$ cat src/rtl/obi_pkg.sv
// obi_pkg: shared OBI atomic definitions for the AMO resolver.
// Holds the atop encoding, the resolver state type and an atop validity helper.
package obi_pkg;

    // Raw 6-bit atop field as carried on the bus
    typedef logic [5:0] atop_t;

    // Recognised atop encodings: bit 5 marks an atomic, bits 4:0 carry the RISC-V funct5
    typedef enum logic [5:0] {
        AMONONE = 6'h00,
        AMOADD  = 6'h20,
        AMOSWAP = 6'h21,
        AMOLR   = 6'h22,
        AMOSC   = 6'h23,
        AMOXOR  = 6'h24,
        AMOOR   = 6'h28,
        AMOAND  = 6'h2C,
        AMOMIN  = 6'h30,
        AMOMAX  = 6'h34,
        AMOMINU = 6'h38,
        AMOMAXU = 6'h3C
    } obi_atop_e;

    // Resolver sequencing states
    typedef enum logic [2:0] {
        IDLE,
        PASS,
        RD,
        RD_W,
        WR,
        WR_W,
        RESP
    } amo_state_e;

    // Returns 1 when the atop value is one of the obi_atop_e members
    function automatic logic is_valid_atop(input atop_t atop);
        logic valid;
        case (atop)
            AMONONE, AMOADD, AMOSWAP, AMOLR, AMOSC, AMOXOR,
            AMOOR, AMOAND, AMOMIN, AMOMAX, AMOMINU, AMOMAXU: valid = 1'b1;
            default: valid = 1'b0;
        endcase
        return valid;
    endfunction

endpackage

$ cat src/rtl/obi_amo_alu.sv
// obi_amo_alu: combinational AMO datapath computing the value written back to
// memory from the old memory word and the manager-supplied operand.
module obi_amo_alu
    import obi_pkg::*;
#(
    parameter int DataWidth = 32
) (
    input  logic [5:0]           atop_i,
    input  logic [DataWidth-1:0] old_i,
    input  logic [DataWidth-1:0] operand_i,
    output logic [DataWidth-1:0] new_o
);

    logic old_lt_signed;
    logic old_lt_unsigned;

    // Comparisons shared by the min/max variants
    always_comb begin
        old_lt_signed   = $signed(old_i) < $signed(operand_i);
        old_lt_unsigned = old_i < operand_i;
    end

    // Select the write-back value; SWAP and SC store the operand unchanged
    always_comb begin
        new_o = operand_i;
        case (atop_i)
            AMOADD:  new_o = old_i + operand_i;
            AMOXOR:  new_o = old_i ^ operand_i;
            AMOAND:  new_o = old_i & operand_i;
            AMOOR:   new_o = old_i | operand_i;
            AMOMIN:  new_o = old_lt_signed   ? old_i : operand_i;
            AMOMAX:  new_o = old_lt_signed   ? operand_i : old_i;
            AMOMINU: new_o = old_lt_unsigned ? old_i : operand_i;
            AMOMAXU: new_o = old_lt_unsigned ? operand_i : old_i;
            default: new_o = operand_i;
        endcase
    end

endmodule

$ cat src/rtl/obi_amo_resolver.sv
// obi_amo_resolver: turns OBI atomics into read-modify-write sequences on a
// subordinate without atomic support; plain reads/writes pass straight through.
// One transaction outstanding at a time.
// Build option: define OBI_AMO_LRSC_EN to keep an LR/SC reservation; without it
// LR acts as a plain read and SC is rejected with an error.
module obi_amo_resolver
    import obi_pkg::*;
#(
    parameter int AddrWidth = 32,
    parameter int DataWidth = 32,
    parameter int IdWidth   = 1
) (
    input  logic                   clk_i,
    input  logic                   rst_i,
    input  logic                   mgr_req_i,
    output logic                   mgr_gnt_o,
    input  logic [AddrWidth-1:0]   mgr_addr_i,
    input  logic                   mgr_we_i,
    input  logic [DataWidth/8-1:0] mgr_be_i,
    input  logic [DataWidth-1:0]   mgr_wdata_i,
    input  logic [IdWidth-1:0]     mgr_aid_i,
    input  logic [5:0]             mgr_atop_i,
    output logic                   mgr_rvalid_o,
    output logic [DataWidth-1:0]   mgr_rdata_o,
    output logic [IdWidth-1:0]     mgr_rid_o,
    output logic                   mgr_err_o,
    output logic                   mgr_exokay_o,
    output logic                   sbr_req_o,
    input  logic                   sbr_gnt_i,
    output logic [AddrWidth-1:0]   sbr_addr_o,
    output logic                   sbr_we_o,
    output logic [DataWidth/8-1:0] sbr_be_o,
    output logic [DataWidth-1:0]   sbr_wdata_o,
    output logic [IdWidth-1:0]     sbr_aid_o,
    input  logic                   sbr_rvalid_i,
    input  logic [DataWidth-1:0]   sbr_rdata_i,
    input  logic                   sbr_err_i
);

    localparam int BeWidth = DataWidth / 8;
    localparam logic [DataWidth-1:0] ScFailData = DataWidth'(1);

    if (DataWidth != 32) begin : gen_width_check
        $error("obi_amo_resolver supports only DataWidth == 32");
    end

    amo_state_e             state_q, state_d, cur_state;
    logic [AddrWidth-1:0]   addr_q, addr_d;
    logic [DataWidth-1:0]   wdata_q, wdata_d;
    logic [BeWidth-1:0]     be_q, be_d;
    logic [IdWidth-1:0]     aid_q, aid_d;
    atop_t                  atop_q, atop_d;
    logic [DataWidth-1:0]   old_q, old_d;
    logic [DataWidth-1:0]   resp_rdata_q, resp_rdata_d;
    logic                   err_q, err_d;
    logic                   exokay_q, exokay_d;
    logic [DataWidth-1:0]   alu_new;
`ifdef OBI_AMO_LRSC_EN
    logic                   resv_valid_q, resv_valid_d;
    logic [AddrWidth-3:0]   resv_addr_q, resv_addr_d;
`endif

    obi_amo_alu #(
        .DataWidth (DataWidth)
    ) u_alu (
        .atop_i    (atop_q),
        .old_i     (old_q),
        .operand_i (wdata_q),
        .new_o     (alu_new)
    );

    // Reset makes the block behave as IDLE in the very cycle it is asserted
    assign cur_state = rst_i ? IDLE : state_q;

    // Next-state, capture and output decode for the whole resolver
    always_comb begin
        state_d      = state_q;
        addr_d       = addr_q;
        wdata_d      = wdata_q;
        be_d         = be_q;
        aid_d        = aid_q;
        atop_d       = atop_q;
        old_d        = old_q;
        resp_rdata_d = resp_rdata_q;
        err_d        = err_q;
        exokay_d     = exokay_q;
`ifdef OBI_AMO_LRSC_EN
        resv_valid_d = resv_valid_q;
        resv_addr_d  = resv_addr_q;
`endif

        mgr_gnt_o    = 1'b0;
        mgr_rvalid_o = 1'b0;
        mgr_rdata_o  = resp_rdata_q;
        mgr_rid_o    = aid_q;
        mgr_err_o    = err_q;
        mgr_exokay_o = exokay_q;
        sbr_req_o    = 1'b0;
        sbr_addr_o   = addr_q;
        sbr_we_o     = 1'b0;
        sbr_be_o     = '1;
        sbr_wdata_o  = alu_new;
        sbr_aid_o    = aid_q;

        case (cur_state)
            IDLE: begin
                if (mgr_atop_i == AMONONE) begin
                    sbr_req_o   = mgr_req_i;
                    sbr_addr_o  = mgr_addr_i;
                    sbr_we_o    = mgr_we_i;
                    sbr_be_o    = mgr_be_i;
                    sbr_wdata_o = mgr_wdata_i;
                    sbr_aid_o   = mgr_aid_i;
                    mgr_gnt_o   = sbr_gnt_i;
                    if (mgr_req_i && sbr_gnt_i) begin
                        aid_d   = mgr_aid_i;
                        state_d = PASS;
`ifdef OBI_AMO_LRSC_EN
                        if (mgr_we_i && (mgr_addr_i[AddrWidth-1:2] == resv_addr_q)) begin
                            resv_valid_d = 1'b0;
                        end
`endif
                    end
                end else begin
                    mgr_gnt_o = 1'b1;
                    if (mgr_req_i) begin
                        addr_d       = mgr_addr_i;
                        wdata_d      = mgr_wdata_i;
                        be_d         = mgr_be_i;
                        aid_d        = mgr_aid_i;
                        atop_d       = mgr_atop_i;
                        resp_rdata_d = '0;
                        err_d        = 1'b0;
                        exokay_d     = 1'b0;
                        if ((mgr_addr_i[1:0] != 2'b00) || !is_valid_atop(mgr_atop_i)) begin
                            err_d   = 1'b1;
                            state_d = RESP;
                        end
`ifndef OBI_AMO_LRSC_EN
                        else if (mgr_atop_i == AMOSC) begin
                            err_d        = 1'b1;
                            resp_rdata_d = ScFailData;
                            state_d      = RESP;
                        end
`endif
                        else begin
                            state_d = RD;
                        end
                    end
                end
            end

            PASS: begin
                mgr_rvalid_o = sbr_rvalid_i;
                mgr_rdata_o  = sbr_rdata_i;
                mgr_err_o    = sbr_err_i;
                mgr_exokay_o = 1'b0;
                if (sbr_rvalid_i) begin
                    state_d = IDLE;
                end
            end

            RD: begin
                sbr_req_o = 1'b1;
                if (sbr_gnt_i) begin
                    state_d = RD_W;
                end
            end

            RD_W: begin
                if (sbr_rvalid_i) begin
                    old_d        = sbr_rdata_i;
                    resp_rdata_d = sbr_rdata_i;
`ifdef OBI_AMO_LRSC_EN
                    if (atop_q == AMOSC) begin
                        resv_valid_d = 1'b0;
                    end
`endif
                    if (sbr_err_i) begin
                        err_d   = 1'b1;
                        state_d = RESP;
                    end else if (atop_q == AMOLR) begin
`ifdef OBI_AMO_LRSC_EN
                        resv_valid_d = 1'b1;
                        resv_addr_d  = addr_q[AddrWidth-1:2];
                        exokay_d     = 1'b1;
`endif
                        state_d = RESP;
                    end
`ifdef OBI_AMO_LRSC_EN
                    else if (atop_q == AMOSC) begin
                        if (resv_valid_q && (resv_addr_q == addr_q[AddrWidth-1:2])) begin
                            resp_rdata_d = '0;
                            exokay_d     = 1'b1;
                            state_d      = WR;
                        end else begin
                            resp_rdata_d = ScFailData;
                            state_d      = RESP;
                        end
                    end
`endif
                    else begin
                        state_d = WR;
                    end
                end
            end

            WR: begin
                sbr_req_o   = 1'b1;
                sbr_we_o    = 1'b1;
                sbr_be_o    = be_q;
                if (sbr_gnt_i) begin
                    state_d = WR_W;
`ifdef OBI_AMO_LRSC_EN
                    if (resv_addr_q == addr_q[AddrWidth-1:2]) begin
                        resv_valid_d = 1'b0;
                    end
`endif
                end
            end

            WR_W: begin
                if (sbr_rvalid_i) begin
                    err_d = err_q | sbr_err_i;
                    if (sbr_err_i) begin
                        exokay_d = 1'b0;
                    end
                    state_d = RESP;
                end
            end

            RESP: begin
                mgr_rvalid_o = 1'b1;
                state_d      = IDLE;
            end

            default: begin
                state_d = IDLE;
            end
        endcase

        if (rst_i) begin
            sbr_req_o    = 1'b0;
            mgr_rvalid_o = 1'b0;
        end
    end

    // State, capture and reservation registers with synchronous reset
    always_ff @(posedge clk_i) begin
        if (rst_i) begin
            state_q      <= IDLE;
            addr_q       <= '0;
            wdata_q      <= '0;
            be_q         <= '0;
            aid_q        <= '0;
            atop_q       <= '0;
            old_q        <= '0;
            resp_rdata_q <= '0;
            err_q        <= 1'b0;
            exokay_q     <= 1'b0;
`ifdef OBI_AMO_LRSC_EN
            resv_valid_q <= 1'b0;
            resv_addr_q  <= '0;
`endif
        end else begin
            state_q      <= state_d;
            addr_q       <= addr_d;
            wdata_q      <= wdata_d;
            be_q         <= be_d;
            aid_q        <= aid_d;
            atop_q       <= atop_d;
            old_q        <= old_d;
            resp_rdata_q <= resp_rdata_d;
            err_q        <= err_d;
            exokay_q     <= exokay_d;
`ifdef OBI_AMO_LRSC_EN
            resv_valid_q <= resv_valid_d;
            resv_addr_q  <= resv_addr_d;
`endif
        end
    end

`ifndef SYNTHESIS
    // A subordinate response is only legal while a response is awaited
    property p_no_stray_rvalid;
        @(posedge clk_i) disable iff (rst_i)
            sbr_rvalid_i |-> (state_q inside {PASS, RD_W, WR_W});
    endproperty
    a_no_stray_rvalid: assert property (p_no_stray_rvalid)
        else $error("obi_amo_resolver: unexpected sbr_rvalid_i");
`endif

endmodule

$ cat config.mk
export PLATFORM = sky130hd
export DESIGN_NAME = obi_amo_resolver
export DESIGN_NICKNAME = d
export VERILOG_FILES = /design/src/rtl/obi_pkg.sv /design/src/rtl/obi_amo_alu.sv /design/src/rtl/obi_amo_resolver.sv
export SDC_FILE = /design/constraint.sdc
export NUM_CORES = 1
export LEC_CHECK = 0
export BUFFER_PORTS_ARGS = -buffer_cell sky130_fd_sc_hd__buf_2
export CORE_AREA = 2 2 165 167
export CTS_CLUSTER_SIZE = 25
export DETAILED_ROUTE_END_ITERATION = 6
export DIE_AREA = 0 0 167 169
export PLACE_DENSITY = 0.75
export SYNTH_ARGS = -nofsm -noshare
export SYNTH_HDL_FRONTEND = slang
export SYNTH_SLANG_ARGS = --single-unit
$ cat constraint.sdc
create_clock -name clk_i -period 5.05 [get_ports clk_i]
set_clock_uncertainty 0.2 [all_clocks]
set_input_delay 0.2525 -clock clk_i [delete_from_list [all_inputs] [get_ports clk_i]]
set_output_delay 0.2525 -clock clk_i [all_outputs]
set_load 0.01 [all_outputs]
* After elaboration in Yosys (flattened, before gate mapping)
Cells that the tools add are included.
Widths: inputs -> output; s select.
** Word-level totals
- Register bits after elaboration :: 144
- Input bits :: 114
- Word-level logic and storage cells :: 140
** Cells by class
- Add/sub/neg operators :: 1
- Order comparisons :: 2
- Equality and inequality tests :: 38
- Multiplexer cells :: 65
- Bitwise operators :: 5
- Reduce and logical (&&, ||, !) cells :: 19
** Operator list (count)
- $mux 32 :: 12
- $pmux 32 s8 :: 1
- $eq 6x6->1 const B :: 20
- $lt 32x32->1 :: 2
- $pmux 32 s2 :: 1
- $mux 3 :: 11
- $add 32x32->32 :: 1
- $and 32x32->32 :: 1
- $or 32x32->32 :: 1
- $xor 32x32->32 :: 1
- $mux 1 :: 30
- $ne 2x2->1 const B :: 9
- $pmux 3 s6 :: 1
- $reduce_or 12->1 :: 1
- $eq 3x3->1 const B :: 3
- $pmux 1 s2 :: 4
- $pmux 4 s2 :: 1
- $reduce_bool 2->1 :: 4
- $reduce_and 7->1 :: 1
- $eq 3x2->1 const B :: 2
- $logic_not 6->1 :: 1
- $ne 3x3->1 const B :: 2
- $reduce_and 3->1 :: 2
- $reduce_and 6->1 :: 1
- other kinds (16) :: 17

* Longest topological paths before layout
- Word-level depth :: 12
- Gate-level depth with buffers :: 14
- Gate-level depth less buffers :: 12

* Modules after synthesis
From an unflattened synthesis, not the netlist that was laid out.
** Unflattened totals
- Cell total of the unflattened synthesis :: 1483
- Area, all modules :: 11234.5 um^2
** By module, submodules not included
- obi_amo_resolver :: times used 1, cells each 768, area each 6467.5 um^2
- obi_amo_alu :: times used 1, cells each 715, area each 4767.1 um^2

* Least setup slack after synthesis
OpenSTA, ideal clock, no wires.
- Path kind :: reg-to-output
- Start :: register old_q[28]
- End :: output sbr_wdata_o[3]
- Data arrival time :: 3766 ps
- Path slack :: 832 ps
- Cell stages (with the launch flop) :: 15
- Buffers on the path :: 2
- Cells stage by stage :: dfxtp_1 > inv_1 > ha_1 > buf_6 > or4_4 > or4b_4 > o211ai_2 > o21ai_1 > a31oi_4 > mux2i_4 > xnor2_4 > nor2_1 > buf_2 > nor2_1 > nor3_1
** Between the ends
- Longest elaborated chain between the ends :: 5
- Elaborated cells on any way between the ends :: 9
** Ends and longest elaborated chain
- start, declared :: line obi_amo_resolver.sv:53 : logic [DataWidth-1:0] old_q, old_d;
- start signal, assigned :: line obi_amo_resolver.sv:272 : old_q <= old_d;
- $lt 32x32->1, on equally long branches :: line obi_amo_alu.sv:20, obi_amo_alu.sv:19
- $mux 32, on equally long branches
- $pmux 32 s8 (*) :: line obi_amo_alu.sv:26 : case (atop_i)
- $mux 32 :: line obi_amo_resolver.sv:107 : if (mgr_atop_i == AMONONE) begin
- $mux 32 (*) :: line obi_amo_resolver.sv:105 : case (cur_state)
- end, declared :: line obi_amo_resolver.sv:33 : output logic [DataWidth-1:0] sbr_wdata_o,
Every way passes the cells marked *; elsewhere a longest branch is shown, timed or not.

* Worst setup path after layout
- Start :: register old_q[31]
- End :: output sbr_wdata_o[27]
The elaborated chain is that of the path after synthesis.

==> results.md <==
* Die boundary height at 169 um
* Layout Nets at slightly above 2000
* Via-to-Cell Ratio at about 5.6
* Core outline area at 26500 um^2
* Timing startpoint of the critical path: old_q[31]
* Setup repair after global routing missed its margin: false
* TritonCTS clock tree: yes
* Routed len/inst at 18.40 um
* Area of combinational cells with multiple inputs at 7561 um^2
* Origin of the critical flop-to-flop path: state_q[2]
* Largest net degree at the start of global routing at between 70 and 80
* Gate count of the mapped netlist at about 1600
* Hold_sp: sbr_rdata_i[14]
* Static power due to leakage at between 6 and 7 nW
* Slew margin rel. at 0.2912
* Portion of the clock cycle consumed by the worst path in the final layout at 0.9629
* Clock-pin slew on the worst setup and hold paths at 0.08 ns
* Antenna Cells at 0
* Predominant post-synthesis flop cell: sky130_fd_sc_hd__dfxtp_1
* Number of max-capacitance violations reported at 0
* Min-delay worst type: in2reg
* Min Clock Period, post-route at 4.863 ns
* Wire length of the first global-routing pass at 63960 um
* Register Area at 2867 um^2
* Yosys synthesis warning count at 0
* Ports at around 220
* Netlist Area Pre-Place at 11170 um^2
* Total global routing overflow at 0
* Number of standard-cell rows in the floorplan at 60
* Critical path startpoint category: flip-flop
* Data arrival, critical path at 4.41 ns
* Outcome: completed
* Number of antenna violations at the first check in global routing at 0
* Total of flip-flops plus latches after synthesis at 143
* Global placer's final weighted congestion at 0.9270
* Width of the chip at 167 um
* DR DRC count at 0
* Critical path peak fanout at 12
* Max IR drop VDD at 0.2392 mV
* Clock sinks at 143
* Via count of the first global-routing pass at 12110
* Final hold violation count at 0
* Overall fraction of global-route tracks in use at 0.2814
* Final-report setup violation count at 0
* Critical path class: reg2out
* Hold-critical path depth at 3
* Number of buffers created by CTS at 17
* Library cells used by synthesis at just under 80
* DRC marker count from the first detailed-route iteration at roughly 1000
* Proportion of synthesized chip area in sequential cells at 0.2564
* Setup tns final at 0 ns
* Filler Cell Count at 2453
* Worst Max-Slew Pin Slew at 1.061 ns
* Endpoint required time on the critical path at roughly 4.6 ns
* Vias after detailed routing at 12440
* Starting utilization of the core area at 0.4214
* Count of input and output buffers at 220
* Floorplan die area at around 28000 um^2
* Minimum setup slack after placement at 0.3834 ns
* H-tree Lvls at 4
* Maximum clock frequency at ~210 MHz
* Power Density at around 310 nW/um^2
* Depth of the worst register-to-register path at 8
* Post-Synthesis Mean Instance Area at 7.050 um^2
* Number of max-slew violations in the final report at 0
* Clock latency on the worst-skew pair at 0.43 ns
* Fraction of layout instances using a drive strength above 1 at 0.1900
* Post-layout utilization of the core at 0.5387
* Final routed wirelength across all metal layers at 40660 um
* Number of optimization iterations in the first detailed-route pass at 5
* Most common library cell in the layout ignoring fill and taps: sky130_fd_sc_hd__nand2_1
* Capturing element type of the critical path: output pin
* Async S/R FF share, synth at 0
* Number of nets produced by synthesis at 1795
* Commonest cells after routing, fill and taps aside: sky130_fd_sc_hd__nand2_1 (396), sky130_fd_sc_hd__buf_2 (219), sky130_fd_sc_hd__a21oi_1 (215)
* Master cell of the clock root buffer: sky130_fd_sc_hd__clkbuf_16
* Layout area overhead at 27.84%
* Worst Setup Slack, final at 0.1874 ns
* Hpwl dp at 27710 um
* EDFF count, synth at 0
* Number of buffers on the longest clock path at 2
* Number of nets still failing antenna checks after routing at 0
worst paths after layout:
check,end,slack [ns]
setup / recovery,sbr_wdata_o[27],0.19
hold / removal,resp_rdata_q[14],0.05
setup reg to reg,mgr_rid_o,1.93
hold reg to reg,resp_rdata_q[4],0.25
synthesized netlist by cell type (8+ instances only):
cell                       number  share of area
sky130_fd_sc_hd__a211oi_1      12         0.0081
sky130_fd_sc_hd__a21o_1        20          0.013
sky130_fd_sc_hd__a21oi_1      215          0.096
sky130_fd_sc_hd__a221oi_1      12         0.0094
sky130_fd_sc_hd__a31oi_1       14         0.0078
sky130_fd_sc_hd__clkbuf_1     105          0.035
sky130_fd_sc_hd__dfxtp_1      143           0.26
sky130_fd_sc_hd__ha_1          96           0.11
sky130_fd_sc_hd__inv_1         85          0.029
sky130_fd_sc_hd__mux2_2        33          0.033
sky130_fd_sc_hd__mux2i_1       37          0.033
sky130_fd_sc_hd__nand2_1      397           0.13
sky130_fd_sc_hd__nand2b_1      12         0.0067
sky130_fd_sc_hd__nand3_1       15         0.0067
sky130_fd_sc_hd__nand4_1        8         0.0045
sky130_fd_sc_hd__nor2_1        97          0.033
sky130_fd_sc_hd__nor3_1        28          0.013
sky130_fd_sc_hd__o21ai_0       54          0.024
sky130_fd_sc_hd__o22a_1        15          0.012
sky130_fd_sc_hd__o22ai_1       17         0.0095
sky130_fd_sc_hd__o31ai_1       17          0.011
sky130_fd_sc_hd__xnor2_1       20          0.016
area by class of cell:
cell class | count | area share
multi-input cells | 1238 | 0.5296
flip-flops and latches | 143 | 0.2008
repair buffers | 369 | 0.1769
clock buffers | 18 | 0.03006
well taps | 341 | 0.02989
inverters | 86 | 0.02261
clock inverters | 14 | 0.01017
flip-flops by register name, indices dropped and copies added (netlist names):
signal        cells
old_q            32
atop_q            6
addr_q           32
mgr_rid_o         1
be_q              4
resp_rdata_q     32
state_q           3
wdata_q          32
err_q             1
layer usage:
layer  vias to the layer above  GRT usage  share of wire
li1                       6006          -              -
met2                       608     0.4754           0.47
met4                         0     0.1113          0.034
met3                        96    0.05798          0.085
met5                         -          0              0
met1                      5729     0.3516           0.41
stage by stage:
step	power [mW]	instances	cell area (um^2)	hold slack [ns]
3_3_place_gp	3.038	2064	12540	0.2371
4_1_cts	4.411	2205	14220	0.04518
6_report	4.434	2209	14280	0.05216
3_5_place_dp	3.061	2064	12540	0.2440
2_1_floorplan	2.486	1584	11170	0.1885
5_1_grt	4.668	2209	14280	0.04242
critical path, stage by stage (launching register included):
cell,delay [ns]
sky130_fd_sc_hd__dfxtp_1,0.41
sky130_fd_sc_hd__inv_1,0.07
sky130_fd_sc_hd__ha_1,0.39
sky130_fd_sc_hd__or4_4,0.46
sky130_fd_sc_hd__or4b_4,0.55
sky130_fd_sc_hd__o211ai_2,0.16
sky130_fd_sc_hd__o21ai_1,0.12
sky130_fd_sc_hd__a31oi_4,0.21
sky130_fd_sc_hd__mux2i_4,0.36
sky130_fd_sc_hd__xnor2_4,0.29
sky130_fd_sc_hd__buf_6,0.22
sky130_fd_sc_hd__mux2i_1,0.19
sky130_fd_sc_hd__a221oi_1,0.10
sky130_fd_sc_hd__a311oi_1,0.29
sky130_fd_sc_hd__buf_2,0.17
cells by family after synthesis:
logic type / share of synthesized area
mux: 0.07048
compound gates: 0.2469
fa+ha+maj: 0.1094
flops: 0.2564
xor+xnor: 0.02342
buf+inv: 0.07036
simple gates: 0.2227
other cells: 0.0003358
power by group:
part / switching [mW] / leakage (nW) / internal (mW)
clock network: 0.604 / 0.276 / 0.660
registers: 0.120 / 1.17 / 1.24
logic: 1.10 / 4.72 / 0.709
what timing repair did:
action / CTS / global route
hold buffers: 108 / 0
resized for setup: 3 / 4
setup endpoints to repair: 3 / 17
pin swaps: 0 / 1
endpoints found under the hold margin: 137 / 0
setup buffers: 1 / 4
Power figures use the tool's default switching activity.
